**src/rtl/salsa_stream_ctrl.sv**
```systemverilog
// salsa_stream_ctrl
// Drives a Salsa20 hash core and turns its keystream into a byte-stream cipher.
// The block holds a 12-word config file: key[0..7], nonce[0..1] and the 64-bit
// block position pos[0..1]. For each block it loads those words into the core,
// captures the 64 keystream bytes the core emits, then XORs them one-for-one
// with plaintext bytes to produce ciphertext on a registered valid/ready output.
// With AUTO_INC=1 the block position advances once per fully captured block,
// so back-to-back blocks walk through the keystream without software help.
module salsa_stream_ctrl #(
    parameter bit AUTO_INC = 1'b1
) (
    input  logic        clk,
    input  logic        reset,
    input  logic        cfg_we,
    input  logic [3:0]  cfg_addr,
    input  logic [31:0] cfg_data,
    input  logic        run,
    input  logic        abort,
    input  logic        pt_valid,
    input  logic [7:0]  pt_data,
    output logic        pt_ready,
    output logic        ct_valid,
    output logic [7:0]  ct_data,
    input  logic        ct_ready,
    output logic        busy,
    output logic        hash_reset,
    output logic        hash_start,
    output logic [31:0] hash_data_in,
    input  logic        hash_ready,
    input  logic        hash_writes,
    input  logic [7:0]  hash_data_out
);

    typedef enum logic [2:0] {
        ST_IDLE    = 3'd0,
        ST_LOAD    = 3'd1,
        ST_WAIT    = 3'd2,
        ST_CAPTURE = 3'd3,
        ST_STREAM  = 3'd4
    } state_t;

    // Config file layout: words 0-7 key, 8-9 nonce, 10-11 block position.
    // The LOAD sequence walks the file in address order, so the load counter
    // doubles as the config read address.
    localparam logic [3:0] CFG_WORDS  = 4'd12;
    localparam logic [3:0] LAST_LOAD  = 4'd11;
    localparam int         POS_LO     = 10;
    localparam int         POS_HI     = 11;
    localparam logic [5:0] LAST_BYTE  = 6'd63;

    state_t      state;
    state_t      state_next;

    logic [31:0] cfg_file [0:11];
    logic [3:0]  load_cnt;
    logic [5:0]  wr_idx;
    logic [5:0]  rd_idx;
    logic [7:0]  ks_buf [0:63];

    logic        abort_evt;
    logic        capture_we;
    logic        capture_done;
    logic        pt_fire;
    logic        cfg_wr_en;
    logic [63:0] pos_inc;

    // An explicit abort, or the core dropping hash_writes before all 64 bytes
    // arrived, cancels the current block. Aborts are meaningless in IDLE.
    assign abort_evt = (state != ST_IDLE) &&
                       (abort || ((state == ST_CAPTURE) && !hash_writes));

    // Byte 0 is taken in WAIT (the first hash_writes cycle), bytes 1..63 in
    // CAPTURE, so the write index is already 1 when CAPTURE begins.
    assign capture_we   = ((state == ST_WAIT) || (state == ST_CAPTURE)) &&
                          hash_writes && !abort_evt;
    assign capture_done = capture_we && (state == ST_CAPTURE) && (wr_idx == LAST_BYTE);

    assign pt_fire   = pt_valid && pt_ready;
    assign cfg_wr_en = (state == ST_IDLE) && cfg_we && (cfg_addr < CFG_WORDS);

    // 64-bit position with carry from the low word into the high word;
    // all-ones wraps to zero naturally.
    assign pos_inc = {cfg_file[POS_HI], cfg_file[POS_LO]} + 64'd1;

    // Status and handshake outputs decoded straight from the state.
    assign busy       = (state != ST_IDLE);
    assign pt_ready   = (state == ST_STREAM) && (!ct_valid || ct_ready);
    assign hash_reset = reset || abort_evt;

    // State register.
    // NOTE: every clocked process uses non-blocking assignments so all
    // registers update from the same pre-edge values; blocking assignments
    // here would make the result depend on process ordering.
    always_ff @(posedge clk) begin
        if (reset) begin
            state <= ST_IDLE;
        end else begin
            state <= state_next;
        end
    end

    // Next-state decode plus the hash-core load outputs.
    // NOTE: every signal written here gets a default before the case, so no
    // path leaves a value unassigned and no latch is inferred.
    always_comb begin
        state_next   = state;
        hash_start   = 1'b0;
        hash_data_in = '0;
        case (state)
            ST_IDLE: begin
                if (run && hash_ready && !abort) begin
                    state_next = ST_LOAD;
                end
            end
            ST_LOAD: begin
                hash_start   = (load_cnt == 4'd0);
                hash_data_in = cfg_file[load_cnt];
                if (load_cnt == LAST_LOAD) begin
                    state_next = ST_WAIT;
                end
            end
            ST_WAIT: begin
                if (hash_writes) begin
                    state_next = ST_CAPTURE;
                end
            end
            ST_CAPTURE: begin
                if (capture_done) begin
                    state_next = ST_STREAM;
                end
            end
            ST_STREAM: begin
                // The only exit point is the handshake of the last buffered
                // byte; run is sampled here and nowhere else in the block.
                if (pt_fire && (rd_idx == LAST_BYTE)) begin
                    state_next = (run && hash_ready) ? ST_LOAD : ST_IDLE;
                end
            end
            default: begin
                state_next = ST_IDLE;
            end
        endcase
        if (abort_evt) begin
            state_next = ST_IDLE;
        end
    end

    // LOAD cycle counter: runs 0..11 while in LOAD, parked at 0 elsewhere.
    always_ff @(posedge clk) begin
        if (reset) begin
            load_cnt <= '0;
        end else if ((state == ST_LOAD) && !abort_evt && (load_cnt != LAST_LOAD)) begin
            load_cnt <= load_cnt + 4'd1;
        end else begin
            load_cnt <= '0;
        end
    end

    // Config file: host writes only while idle; the position words also
    // advance once per completed capture when auto-increment is enabled.
    always_ff @(posedge clk) begin
        if (reset) begin
            for (int i = 0; i < 12; i++) begin
                cfg_file[i] <= '0;
            end
        end else if (cfg_wr_en) begin
            cfg_file[cfg_addr] <= cfg_data;
        end else if (AUTO_INC && capture_done) begin
            cfg_file[POS_LO] <= pos_inc[31:0];
            cfg_file[POS_HI] <= pos_inc[63:32];
        end
    end

    // Keystream write index: restarts for every block and on abort.
    always_ff @(posedge clk) begin
        if (reset) begin
            wr_idx <= '0;
        end else if (abort_evt || (state == ST_IDLE) || (state == ST_LOAD)) begin
            wr_idx <= '0;
        end else if (capture_we) begin
            wr_idx <= wr_idx + 6'd1;
        end
    end

    // Keystream buffer storage.
    // NOTE: the buffer has no reset; its contents are only ever read after a
    // full 64-byte capture has overwritten every entry, so clearing it would
    // cost reset fan-out for no functional gain.
    always_ff @(posedge clk) begin
        if (capture_we) begin
            ks_buf[wr_idx] <= hash_data_out;
        end
    end

    // Keystream read index: zero on STREAM entry, one step per accepted byte.
    // Resetting it outside STREAM is what discards a buffer on abort.
    always_ff @(posedge clk) begin
        if (reset) begin
            rd_idx <= '0;
        end else if (abort_evt || (state != ST_STREAM)) begin
            rd_idx <= '0;
        end else if (pt_fire) begin
            rd_idx <= rd_idx + 6'd1;
        end
    end

    // Ciphertext output register: loads on a plaintext handshake, empties on
    // ct_ready, and keeps draining independently of the state machine.
    always_ff @(posedge clk) begin
        if (reset) begin
            ct_valid <= 1'b0;
            ct_data  <= '0;
        end else if (abort_evt) begin
            ct_valid <= 1'b0;
        end else if (pt_fire) begin
            ct_valid <= 1'b1;
            ct_data  <= pt_data ^ ks_buf[rd_idx];
        end else if (ct_ready) begin
            ct_valid <= 1'b0;
        end
    end

endmodule

```
**config.mk**
```make
export PLATFORM = sky130hd
export DESIGN_NAME = salsa_stream_ctrl
export DESIGN_NICKNAME = d
export VERILOG_FILES = /design/src/rtl/salsa_stream_ctrl.sv
export SDC_FILE = /design/constraint.sdc
export NUM_CORES = 1
export LEC_CHECK = 0
export BUFFER_PORTS_ARGS = -buffer_cell sky130_fd_sc_hd__buf_2
export CORE_ASPECT_RATIO = 1.2
export CORE_MARGIN = 2
export CORE_UTILIZATION = 25
export CTS_CLUSTER_SIZE = 30
export DETAILED_ROUTE_END_ITERATION = 6
export PLACE_DENSITY_LB_ADDON = 0.3
export SYNTH_ARGS = -nofsm -noshare
export SYNTH_HDL_FRONTEND = slang
export SYNTH_SLANG_ARGS = --single-unit
```
**constraint.sdc**
```tcl
create_clock -name clk -period 6.3 [get_ports clk]
set_input_delay 0.315 -clock clk [delete_from_list [all_inputs] [get_ports clk]]
set_output_delay 0.315 -clock clk [all_outputs]
set_load 0.005 [all_outputs]
```
---- After elaboration in Yosys (flattened, before gate mapping) ----
Memory sizes are Yosys's and may differ from the RTL's. A register that Yosys moved wholly into a read port is not among the register bits.
Cells that the tools add are included.
operators by class
  magnitude comparators ................... 1
  equality and inequality tests ........... 14
  reduce and logical (&&, ||, !) cells .... 37
  multiplexer cells ....................... 30
  add/subtract/negate cells ............... 4
  bitwise logic cells ..................... 5
operators with widths
  operator               count
  $mux 32                4
  $add 64x1->64 const B  1
  $reduce_or 32->1       1
  $mux 1                 16
  $logic_and 1x1->1      15
  $mux 3                 5
  $pmux 3 s5             1
  $add 6x1->6 const B    2
  $eq 6x6->1 const B     2
  $mux 6                 2
  $mux 4                 2
  $ne 2x2->1 const B     4
  $reduce_or 2->1        4
  $xor 8x8->8            1
  $logic_or 1x1->1       7
  $eq 3x2->1 const B     2
  $reduce_and 5->1       1
  $add 4x1->4 const B    1
  $eq 4x4->1 const B     1
  $logic_not 1->1        4
  $logic_not 4->1        1
  $lt 4x4->1 const B     1
  $ne 4x4->1 const B     1
  $eq 3x1->1 const B     1
  other kinds (9)        11
word-level totals
  memories ................................ 2
  logic and storage cells ................. 99
  register bits ........................... 28
  RAM bits ................................ 896
  output and inout port bits .............. 45
  input port bits ......................... 61
memories
  name      depth  width  rd ports  clocked after Yosys merged registers in  write ports  RTL line  text
  ks_buf    64     8      1         1                                        1            58        logic [7:0] ks_buf [0:63];
  cfg_file  12     32     3         1                                        12           54        logic [31:0] cfg_file [0:11];

---- Longest topological paths before layout ----
Gate-level depths: netlist of the first run.
  depth after elaboration ................. 13
  gate-level depth with buffers ........... 12
  depth with buffers taken out ............ 8

---- Worst setup path after synthesis of the first run ----
Ideal clock, no wire load.
  path kind ............................... flip-flop to flip-flop
  from .................................... register state[1]
  to ...................................... memory cfg_file[10][0] (enable)
  setup time .............................. 0.466 ns
  period minus slack after synthesis ...... 4.395 ns
  path slack .............................. 1.905 ns
  data required time ...................... 5.834 ns
  cell stages (with the launch flop) ...... 6
  path buffers ............................ 1
  arrival time ............................ 3.930 ns
  cells stage by stage .................... dfxtp_1 > or3_1 > or3b_1 > or3b_1 > buf_2 > o21ai_0
RTL lines
  what                    RTL line  text
  start, declared         51        state_t state;
  start signal, assigned  98        state <= state_next;
  end, declared           54

==> results of run 1 <==
[synthesized netlist by cell type, types with 4 or more instances]
master / number / area share (%)
edfxtp_1: 1024 / 68
and2_1: 357 / 4.9
mux4_2: 236 / 12
nor2_1: 132 / 1.1
nand2_1: 121 / 1.0
clkbuf_1: 110 / 0.91
mux2i_1: 92 / 2.0
o21ai_0: 63 / 0.69
xor2_1: 49 / 0.94
dfxtp_1: 34 / 1.5
xnor2_1: 32 / 0.62
nand3_1: 31 / 0.34
buf_2: 27 / 0.30
nand4_1: 26 / 0.36
nor2b_1: 18 / 0.25
a211oi_1: 16 / 0.26
a22oi_1: 16 / 0.26
buf_4: 16 / 0.26
mux4_1: 15 / 0.87
nand2b_1: 15 / 0.21
or2_2: 14 / 0.19
inv_1: 13 / 0.11
nor3_1: 13 / 0.14
a21oi_1: 12 / 0.13
and3_1: 12 / 0.17
buf_1: 12 / 0.099
mux2_2: 12 / 0.30
o211ai_1: 11 / 0.18
a31oi_1: 9 / 0.12
a22o_1: 8 / 0.15
buf_6: 8 / 0.20
o21ai_1: 8 / 0.088
o22ai_1: 8 / 0.11
buf_12: 7 / 0.31
a221oi_1: 6 / 0.12
or3_1: 6 / 0.083
ha_1: 5 / 0.14
nor4_1: 5 / 0.069
a211o_1: 4 / 0.077
nand3b_1: 4 / 0.066
o41ai_2: 4 / 0.14
[state kept, by name, indices dropped and copies added, names as in the netlist, named ones only]
signal	count
cfg_file	512
wr_idx	6
ks_buf	512
ct_valid	1
rd_idx	6
state	3
ct_data	8
load_cnt	4
[through the flow]
stage	hold slack [ns]	power, mW	util, %
6_report	0.09177	14.90	29.29
5_1_grt	0.04768	15.43	29.29
4_1_cts	0.008476	15.10	29.29
3_5_place_dp	0.4818	8.572	27.07
3_3_place_gp	0.4842	8.560	27.07
2_1_floorplan	0.4139	8.314	-
[power by group through the flow]
stage	clock network, mW	logic [mW]	registers [mW]
after global routing	6.94	0.522	7.97
final	6.47	0.478	7.95
after global placement	0	0.462	8.10
after floorplan	0	0.242	8.07
after CTS	6.66	0.490	7.96
after detailed placement	0	0.467	8.11
[path summary, 6_finish.rpt]
kind,start,to,depth (start not counted),slack (ns)
min reg2reg,rd_idx[1],flop,2,0.49
min,cfg_data[27],cfg_file[12][27],1,0.09
max,state[1],cfg_file[9][23],5,2.27
max reg2reg,state[1],cfg_file[9][23],5,2.27
[worst max-delay path, delay by kind of cell (launching register included)]
kind / cells / cell delay [ns]
flip-flops: 1 / 0.42
AND/OR/NAND/NOR: 5 / 3.12
[per-layer routing]
layer | part of all wire (%) | global-route usage [%] | vias up
li1 | - | - | 10640
met1 | 43 | 16.08 | 12200
met2 | 49 | 20.44 | 554
met3 | 5.4 | 2.308 | 170
met4 | 2.6 | 3.448 | 14
met5 | 0.081 | 0 | -
[cell families (layout without fill, tap and decap cells)]
group | Yosys count | after routing
muxes | 355 | 355
adders and majority gates | 5 | 5
and+or+nand+nor | 778 | 778
other | 1 | 133
DFF | 1058 | 1058
buffers and inverters | 197 | 414
AOI/OAI and AO/OA | 178 | 178
xor gates and xnor gates | 81 | 81
[timing repair]
| action | 4_1_cts | 5_1_grt |
|---|---|---|
| setup buffers | 0 | 0 |
| endpoints found under the hold margin | 130 | 0 |
| hold buffers | 40 | 0 |
[placed cells by master (no fill, tap or decap), types with 9 or more instances in the layout]
cell	n
a211oi_1	16
a21oi_1	12
a22oi_1	16
a31oi_1	9
and2_1	357
and3_1	12
buf_2	105
buf_4	34
clkbuf_1	36
clkbuf_16	116
clkinv_1	32
clkinv_2	19
conb_1	128
dfxtp_1	26
dlygate4sd3_1	40
edfxtp_1	1024
inv_1	13
mux2_2	12
mux2i_1	92
mux4_1	15
mux4_2	236
nand2_1	121
nand2b_1	15
nand3_1	31
nand4_1	26
nor2_1	125
nor2b_1	18
nor3_1	12
o211ai_1	11
o21ai_0	61
or2_2	15
xnor2_1	32
xor2_1	49
[final cells by class]
type / count / area [um2]
antenna: 5 / 12.51
clock buffer: 155 / 3079
clock inverter: 62 / 521.8
fill: 17950 / 127800
inverter: 13 / 48.80
multi-input combinational: 1525 / 13530
sequential: 1058 / 31460
tap: 2422 / 3030
timing repair buffer: 184 / 1281
==> impl_metrics.toml, run 1 <==
[pwr]
seq_power_share_pct = 53.4
leakagePower_nw = 16.79
combPwrFrac_pct = 3.2
p_int_mw = 11.69
vdd_ir_drop_max_mv = 0.2568
power_density_mw_per_mm2 = 281.4
clkPwrFrac_pct = 43.4
power.share.switching_pct = 21.54
p_sw_mw = 3.210

[place]
place_hpwl_um = 69360
dpl_cell_area_mm2 = 0.04894
place_congestion = 0.7783
pre_cts_ws_ns = 2.299
portBuffers = 105
placed_cells = 5162

[drt]
avgViaCountPerCell = 4.348
antenna_left = 0
drtIter0Drc = 1913
drc = 0
drt_first_pass_iters = 5
via_count = 23580
post_drt_wl_per_cell_um = 20.92
drt_wl_total_um = 113500

[synthesis]
synth_ff_type = "edfxtp_1"
synth_top_family_by_area = "multiplexers"
synth-compound-area-share_pct = 2.615
synth_cell_types = 66
syn_avg_cell_area_um2 = 17.13
yosysWarnings = 0
yosys.area_share.simple_pct = 9.388
synth_seq_area_share_pct = 69.16
synth_edf_count = 1024
synthMuxAreaShare_pct = 14.89
syn_inst = 2653
async_reset_ff_share_pct = 0
synth_xor_area_share_pct = 1.561
ys_seq_elements = 1058
syn_area_mm2 = 0.04545
yosys.area_share.adder_pct = 0.1377

[worst_setup_path]
critPathKind = "reg2reg"
crit_top_cell = "or3b_1"
slowest_stage = "or2_2"
cp_cell_sequence = "or3_1, or3b_1, or3b_1, nor2_4, or2_2"
cp-start-kind = "flop"
cp.arrival_ns = 4.32
slowest_delay_ns = 0.84
critical_path.endpoint_type = "flop"
cp_data_required_time_ns = 6.58
critPathMaxFanout = 33

[global_routing]
grt_max_degree = 96
first_global_vias = 24250
globalRouteOverflowTotal = 0
antenna_found_initial = 15
track_usage_pct = 12.22
grt_pass1_wl_um = 167900

[floorplan]
fp-row-count = 171
ioPinCount = 106
initial_core_util_pct = 25.14
die_h_um = 471.1
die_w_um = 393.2
core_mm2 = 0.1808
dieArea_mm2 = 0.1852

[timing]
hold_viol_final = 0
rsz0062_at_grt = "no"
setup_ws_ns = 2.269
relSlewSlack_pct = 21.90
final_period_minus_worst_setup_slack_ns = 4.031
setup_viol = 0
fin_tns_setup_ns = 0
fin_crit_sh_pct = 63.99
maxSlewViolCount = 0
finalClockSkew_ns = 0.08794
max_freq_ghz = 0.2480
tightest_slew_ns = 1.171

[cts]
clk_pin_slew_ns = 0.06
cts.path.max_buffers = 3
cts_sinks = 1058
ctsResizeCount = 0
cts_tree = "yes"
htree_levels = 3
cts-buffers-inserted = 116
clockRootBuffer = "clkbuf_16"
clk_latency_ns = 0.74

[job]
maxCapViolCount = 0

[hold_path]
hold_class = "in2reg"

[final_layout]
postLayoutCellArea_mm2 = 0.05296
syn_to_final_growth_pct = 16.52
fin_cells = 5424
drive_above_1_share_pct = 19.79
nNetsFinal = 2964

[status]
status = "finished, final reports clean"
Power figures use the tool's default switching activity.
==> run 2, diff against run 1 <==
ABC_AREA = 1   (was not set)
clock period = 3.23 ns   (was 6.3 ns; I/O delays follow)
==> run 2 against run 1 <==
  * Power is 100% higher
  * Non-clock buffer count increased by 138
  * Register-to-register slack worse by 2.1 ns
  * Sequential share of layout area down 2.4 points
  * Wire length up 28%
  * Final cell count rose by 32%
  * Cell area is 4.2% higher
  * Utilization increased by 0.57 points
  * Count of clock-buffer cells in the layout is 12 lower
==> impl_metrics.toml, run 2 <==
[cts]
cts_sinks = 1058
clockRootBuffer = "clkbuf_16"
clk_pin_slew_ns = 0.06
htree_levels = 3
cts_tree = "yes"
clk_latency_ns = 0.76
cts.path.max_buffers = 3
cts-buffers-inserted = 114

[drt]
drt_first_pass_iters = 5
via_count = 33630
avgViaCountPerCell = 4.682
antenna_left = 0
drt_wl_total_um = 145400
drtIter0Drc = 2862
drc = 0
met2_wirelength_um = 70540
wl_met3_um = 8558
met1_length_um = 63040
post_drt_wl_per_cell_um = 20.24
topRoutingLayerUsed = "met5"

[global_routing]
first_global_vias = 32760
track_usage_pct = 15.11
grt_pass1_wl_um = 216400
grt_max_degree = 158
antenna_found_initial = 13
globalRouteOverflowTotal = 0

[worst_setup_path]
critPathKind = "reg2out"
cp.arrival_ns = 2.98
slowest_delay_ns = 0.43
cp_cell_sequence = "inv_8, buf_4, nor2_1, o221ai_1, nand3_1, a31oi_1, buf_2"
critPathMaxFanout = 84
slowest_stage = "inv_8"
cp-start-kind = "flop"
critical_path.endpoint_type = "output pin"
cp_data_required_time_ns = 3.07

[final_layout]
mostFrequentLayoutCells = "edfxtp_1, nand2_1, nor2_1"
syn_to_final_growth_pct = 19.01
nNetsFinal = 4700
fin_cells = 7184
layout.cells.most_common = "edfxtp_1"
reg_top3 = "cfg_file x512, ks_buf x512, ct_data x8"
utilization_pct = 29.86
drive_above_1_share_pct = 11.26

[synthesis]
synthMuxAreaShare_pct = 0
synth_common_cells = "edfxtp_1, nand2_1, nor2_1, nand3_1, o21ai_0"
synth_edf_count = 1024
synth_seq_area_share_pct = 67.77
yosys.area_share.adder_pct = 0.1349
syn_inst = 4360
async_reset_ff_share_pct = 0
synthMostInstantiatedCell = "edfxtp_1"
ys_seq_elements = 1058
synth_ff_type = "edfxtp_1"
yosys.area_share.simple_pct = 20.47
synth_top_cells_by_area = "edfxtp_1, nand2_1, nor2_1"
synth_top_area_share_pct = 66.30
synth_xor_area_share_pct = 0.7931
yosys.area.top_type = "edfxtp_1"
synth_cell_types = 43
synth_top_family_by_area = "simple AND/OR/NAND/NOR gates"
yosysWarnings = 0
synth-compound-area-share_pct = 6.998
syn_area_mm2 = 0.04638
syn_avg_cell_area_um2 = 10.64

[timing]
fin_crit_sh_pct = 97.18
finalClockSkew_ns = 0.05483
setup_viol = 0
setup_ws_ns = 0.09098
rsz0062_at_grt = "yes"
maxSlewViolCount = 0
tightest_slew_ns = 0.9109
holdWs_ns = 0.05294
max_freq_ghz = 0.3186
relSlewSlack_pct = 39.28
hold_viol_final = 0
final_period_minus_worst_setup_slack_ns = 3.139

[pwr]
p_total_mw = 30.44
leakagePower_nw = 20.02
power_density_mw_per_mm2 = 551.5
vdd_ir_drop_max_mv = 0.4288

[place]
place_hpwl_um = 93260
pre_cts_ws_ns = 0.3775
portBuffers = 105
place_congestion = 0.8543
placed_cells = 6910

[floorplan]
die_w_um = 397.2
fp-row-count = 173
die_h_um = 475.8
ioPinCount = 106
dieArea_mm2 = 0.1890
core_mm2 = 0.1849
initial_core_util_pct = 25.09

[status]
status = "finished, final reports clean"

[hold_path]
hold_class = "in2reg"

[job]
maxCapViolCount = 0
run 2: cell types whose count changed after synthesis, sizes merged, moves of 92 or more:
cell / delta
nor2: +603
o21ai: +198
mux2i: -92
clkbuf: +117
o22ai: +112
nand2: +804
inv: +153
mux4: -251
nand3: +508
and2: -357
run 2: final timing paths:
check                         from         endpoint  slack [ns]  depth (start not counted)
hold reg to reg          rd_idx[1]             flop        0.50                          2
hold / removal    hash_data_out[0]    ks_buf[24][0]        0.05                          1
setup reg to reg              flop       ct_data[1]        0.21                         14
setup / recovery       load_cnt[0]  hash_data_in[9]        0.09                          7
run 2: timing repair:
action,in CTS,in global routing
setup endpoints to repair,3,16
hold endpoints to repair,311,0
gates resized for setup,2,7
hold buffers,58,0
setup buffers,0,0
run 2: cells by family (layout without fill, tap and decap cells):
family | after synthesis | count (layout)
buffers and inverters | 458 | 703
AND/OR/NAND/NOR | 2281 | 2281
other | 1 | 130
AO/OA/AOI/OAI | 515 | 515
flip-flops | 1058 | 1058
XOR/XNOR | 42 | 42
adder cells (fa/ha/maj) | 5 | 5
run 2: layer usage:
layer  GRT usage, %  vias to the layer above
met4          3.839                       14
met2          25.56                     1055
met5              0                        -
li1               -                    15660
met3          2.257                      216
met1          20.21                    16690
run 2: power by group:
part / switching (mW) / internal, mW
Sequential: 0.146 / 15.4
Combinational: 1.62 / 0.611
Clock: 5.67 / 6.98
run 2: stage by stage:
step / cell area, um2 / setup TNS, ns
finish: 55200 / 0
global route: 55190 / -0.2282
CTS: 55170 / 0
detailed placement: 50980 / 0
global placement: 50980 / 0
floorplan: 46860 / 0
run 2: critical path: cells and delay by family, from the launching register on:
kind	cells	cell delay [ns]
AOI/OAI and AO/OA	2	0.67
DFF	1	0.39
buffers and inverters	3	0.91
and+or+nand+nor	2	0.27
run 2: area by class of cell:
| class | instances | area (um2) |
|---|---|---|
| Multi-Input combinational cell | 2971 | 13710 |
| Clock inverter | 71 | 621.8 |
| Antenna cell | 2 | 5.005 |
| Sequential cell | 1058 | 31450 |
| Inverter | 167 | 651.9 |
| Tap cell | 2450 | 3065 |
| Fill cell | 19220 | 129700 |
| Clock buffer | 143 | 2982 |
| Timing Repair Buffer | 322 | 2711 |
==> run 3, diff against run 2 <==
PLACE_DENSITY_LB_ADDON = not set   (was 0.3)
==> run 3 against run 2 <==
  * Clock skew is 0.0016 ns higher
  * Clock power about the same
  * Non-clock buffer count down 2
  * Utilization hardly changed
==> impl_metrics.toml, run 3 (same netlist as run 2, synthesis figures left out) <==
[status]
status = "finished, final reports clean"

[final_layout]
reg_top3 = "cfg_file x512, ks_buf x512, ct_data x8"
postLayoutCellArea_mm2 = 0.05513
drive_above_1_share_pct = 11.39
mostFrequentLayoutCells = "edfxtp_1, nand2_1, nor2_1"
syn_to_final_growth_pct = 18.86
n_fill_cell = 19100
layout.cells.most_common = "edfxtp_1"
nNetsFinal = 4693

[cts]
cts-buffers-inserted = 109
clk_pin_slew_ns = 0.06
clockRootBuffer = "clkbuf_16"
cts.path.max_buffers = 3
clk_latency_ns = 0.75
cts_tree = "yes"
cts_sinks = 1058
cts_setup_buffers = 0
htree_levels = 3

[timing]
finalClockSkew_ns = 0.05639
tightest_slew_ns = 0.9379
fin_crit_sh_pct = 97.35
maxSlewViolCount = 0
relSlewSlack_pct = 37.47
final_period_minus_worst_setup_slack_ns = 3.144
setup_viol = 0
setup_ws_ns = 0.08557
rsz0062_at_grt = "yes"
hold_viol_final = 0
max_freq_ghz = 0.3180

[drt]
via_count = 34260
topRoutingLayerUsed = "met5"
drc = 0
antenna_left = 0
drt_wl_total_um = 140200
drt_first_pass_iters = 6
avgViaCountPerCell = 4.779
drtIter0Drc = 3409
met2_wirelength_um = 67390
wl_met3_um = 11620
met1_length_um = 56840
post_drt_wl_per_cell_um = 19.55

[global_routing]
track_usage_pct = 14.44
grt_max_degree = 135
globalRouteOverflowTotal = 0
first_global_vias = 33320
grt_pass1_wl_um = 208800
antenna_found_initial = 10

[pwr]
p_sw_mw = 7.297
seq_power_share_pct = 50.5
leakagePower_nw = 20.05
power.share.switching_pct = 23.71
power_density_mw_per_mm2 = 558.3
vdd_ir_drop_max_mv = 0.4175
clkPwrFrac_pct = 42.2
combPwrFrac_pct = 7.2
p_int_mw = 23.48

[floorplan]
ioPinCount = 106
initial_core_util_pct = 25.09
fp-row-count = 173
die_h_um = 475.8
die_w_um = 397.2
core_mm2 = 0.1849
dieArea_mm2 = 0.1890

[worst_setup_path]
critPathMaxFanout = 85
cp.arrival_ns = 2.98
critPathKind = "reg2out"
cp_data_required_time_ns = 3.07
cp-start-kind = "flop"
critical_path.endpoint_type = "output pin"
r2r_setup_slack_ns = 0.45

[job]
maxCapViolCount = 0

[place]
place_hpwl_um = 88840
portBuffers = 105
pre_cts_ws_ns = 0.5641
place_congestion = 0.9092
dpl_cell_area_mm2 = 0.05092

[hold_path]
hold_class = "in2reg"
[run 3: cell count changes in the layout (fill, tap and decap cells not counted), sizes merged]
cell         delta
buf             +4
bufinv         +10
clkbuf         -12
clkinv         -14
clkinvlp        -1
diode           +1
dlygate4sd3     -6
inv             +2
[run 3: power groups by stage]
stage | combinational, mW | sequential (mW) | clock (mW)
floorplan | 1.16 | 15.8 | 0
global placement | 2.11 | 15.8 | 0
detailed placement | 2.12 | 15.8 | 0
CTS | 2.20 | 15.6 | 13.2
global route | 2.42 | 15.6 | 13.7
finish | 2.23 | 15.6 | 13.0
[run 3: path summary, 6_finish.rpt]
check | from | cells after the start | to
min reg2reg | rd_idx[1] | 2 | flop
min | hash_data_out[4] | 1 | ks_buf[30][4]
max | load_cnt[0] | 7 | hash_data_in[24]
max reg2reg | cfg_file[10][0] | 12 | cfg_file[11][30]
[run 3: metrics by stage]
step	power [mW]	setup TNS [ns]	hold WS [ns]	instances	util, %
2_1_floorplan	16.95	0	0.2604	4487	-
3_3_place_gp	17.93	0	0.3901	6914	27.55
3_5_place_dp	17.96	0	0.4001	6914	27.55
4_1_cts	30.91	0	0.0006891	7165	29.80
5_1_grt	31.69	-0.1524	0.02191	7165	29.82
6_report	30.78	0	0.04779	7168	29.82
[run 3: what timing repair did]
item                       CTS  global route
hold buffers                52             0
gates resized for setup      1             4
pin swaps                    0             1
hold endpoints to repair   311             0
setup endpoints to repair    1            10
[run 3: layout make-up]
cell class	count	area, um2	share of cell area (%)
inverter	167	649.4	1.178
clock inverter	68	815.8	1.480
clock buffer	131	2831	5.136
antenna	3	7.507	0.01362
multi-input combinational	2971	13700	24.86
tap	2450	3065	5.561
sequential	1058	31450	57.05
timing repair buffer	320	2606	4.728
[run 3: layer usage]
| metal | track usage [%] | vias up |
|---|---|---|
| li1 | - | 15650 |
| met5 | 0 | - |
| met4 | 4.489 | 8 |
| met3 | 2.909 | 278 |
| met1 | 18.71 | 16920 |
| met2 | 24.20 | 1403 |
[run 3: critical path, stage by stage, from the launching register on]
cell and delay, ns:
dfxtp_4 0.42, buf_16 0.28, buf_12 0.35, o21ai_0 0.15, o22ai_1 0.24, o211ai_1 0.17
a31oi_1 0.38, buf_2 0.20
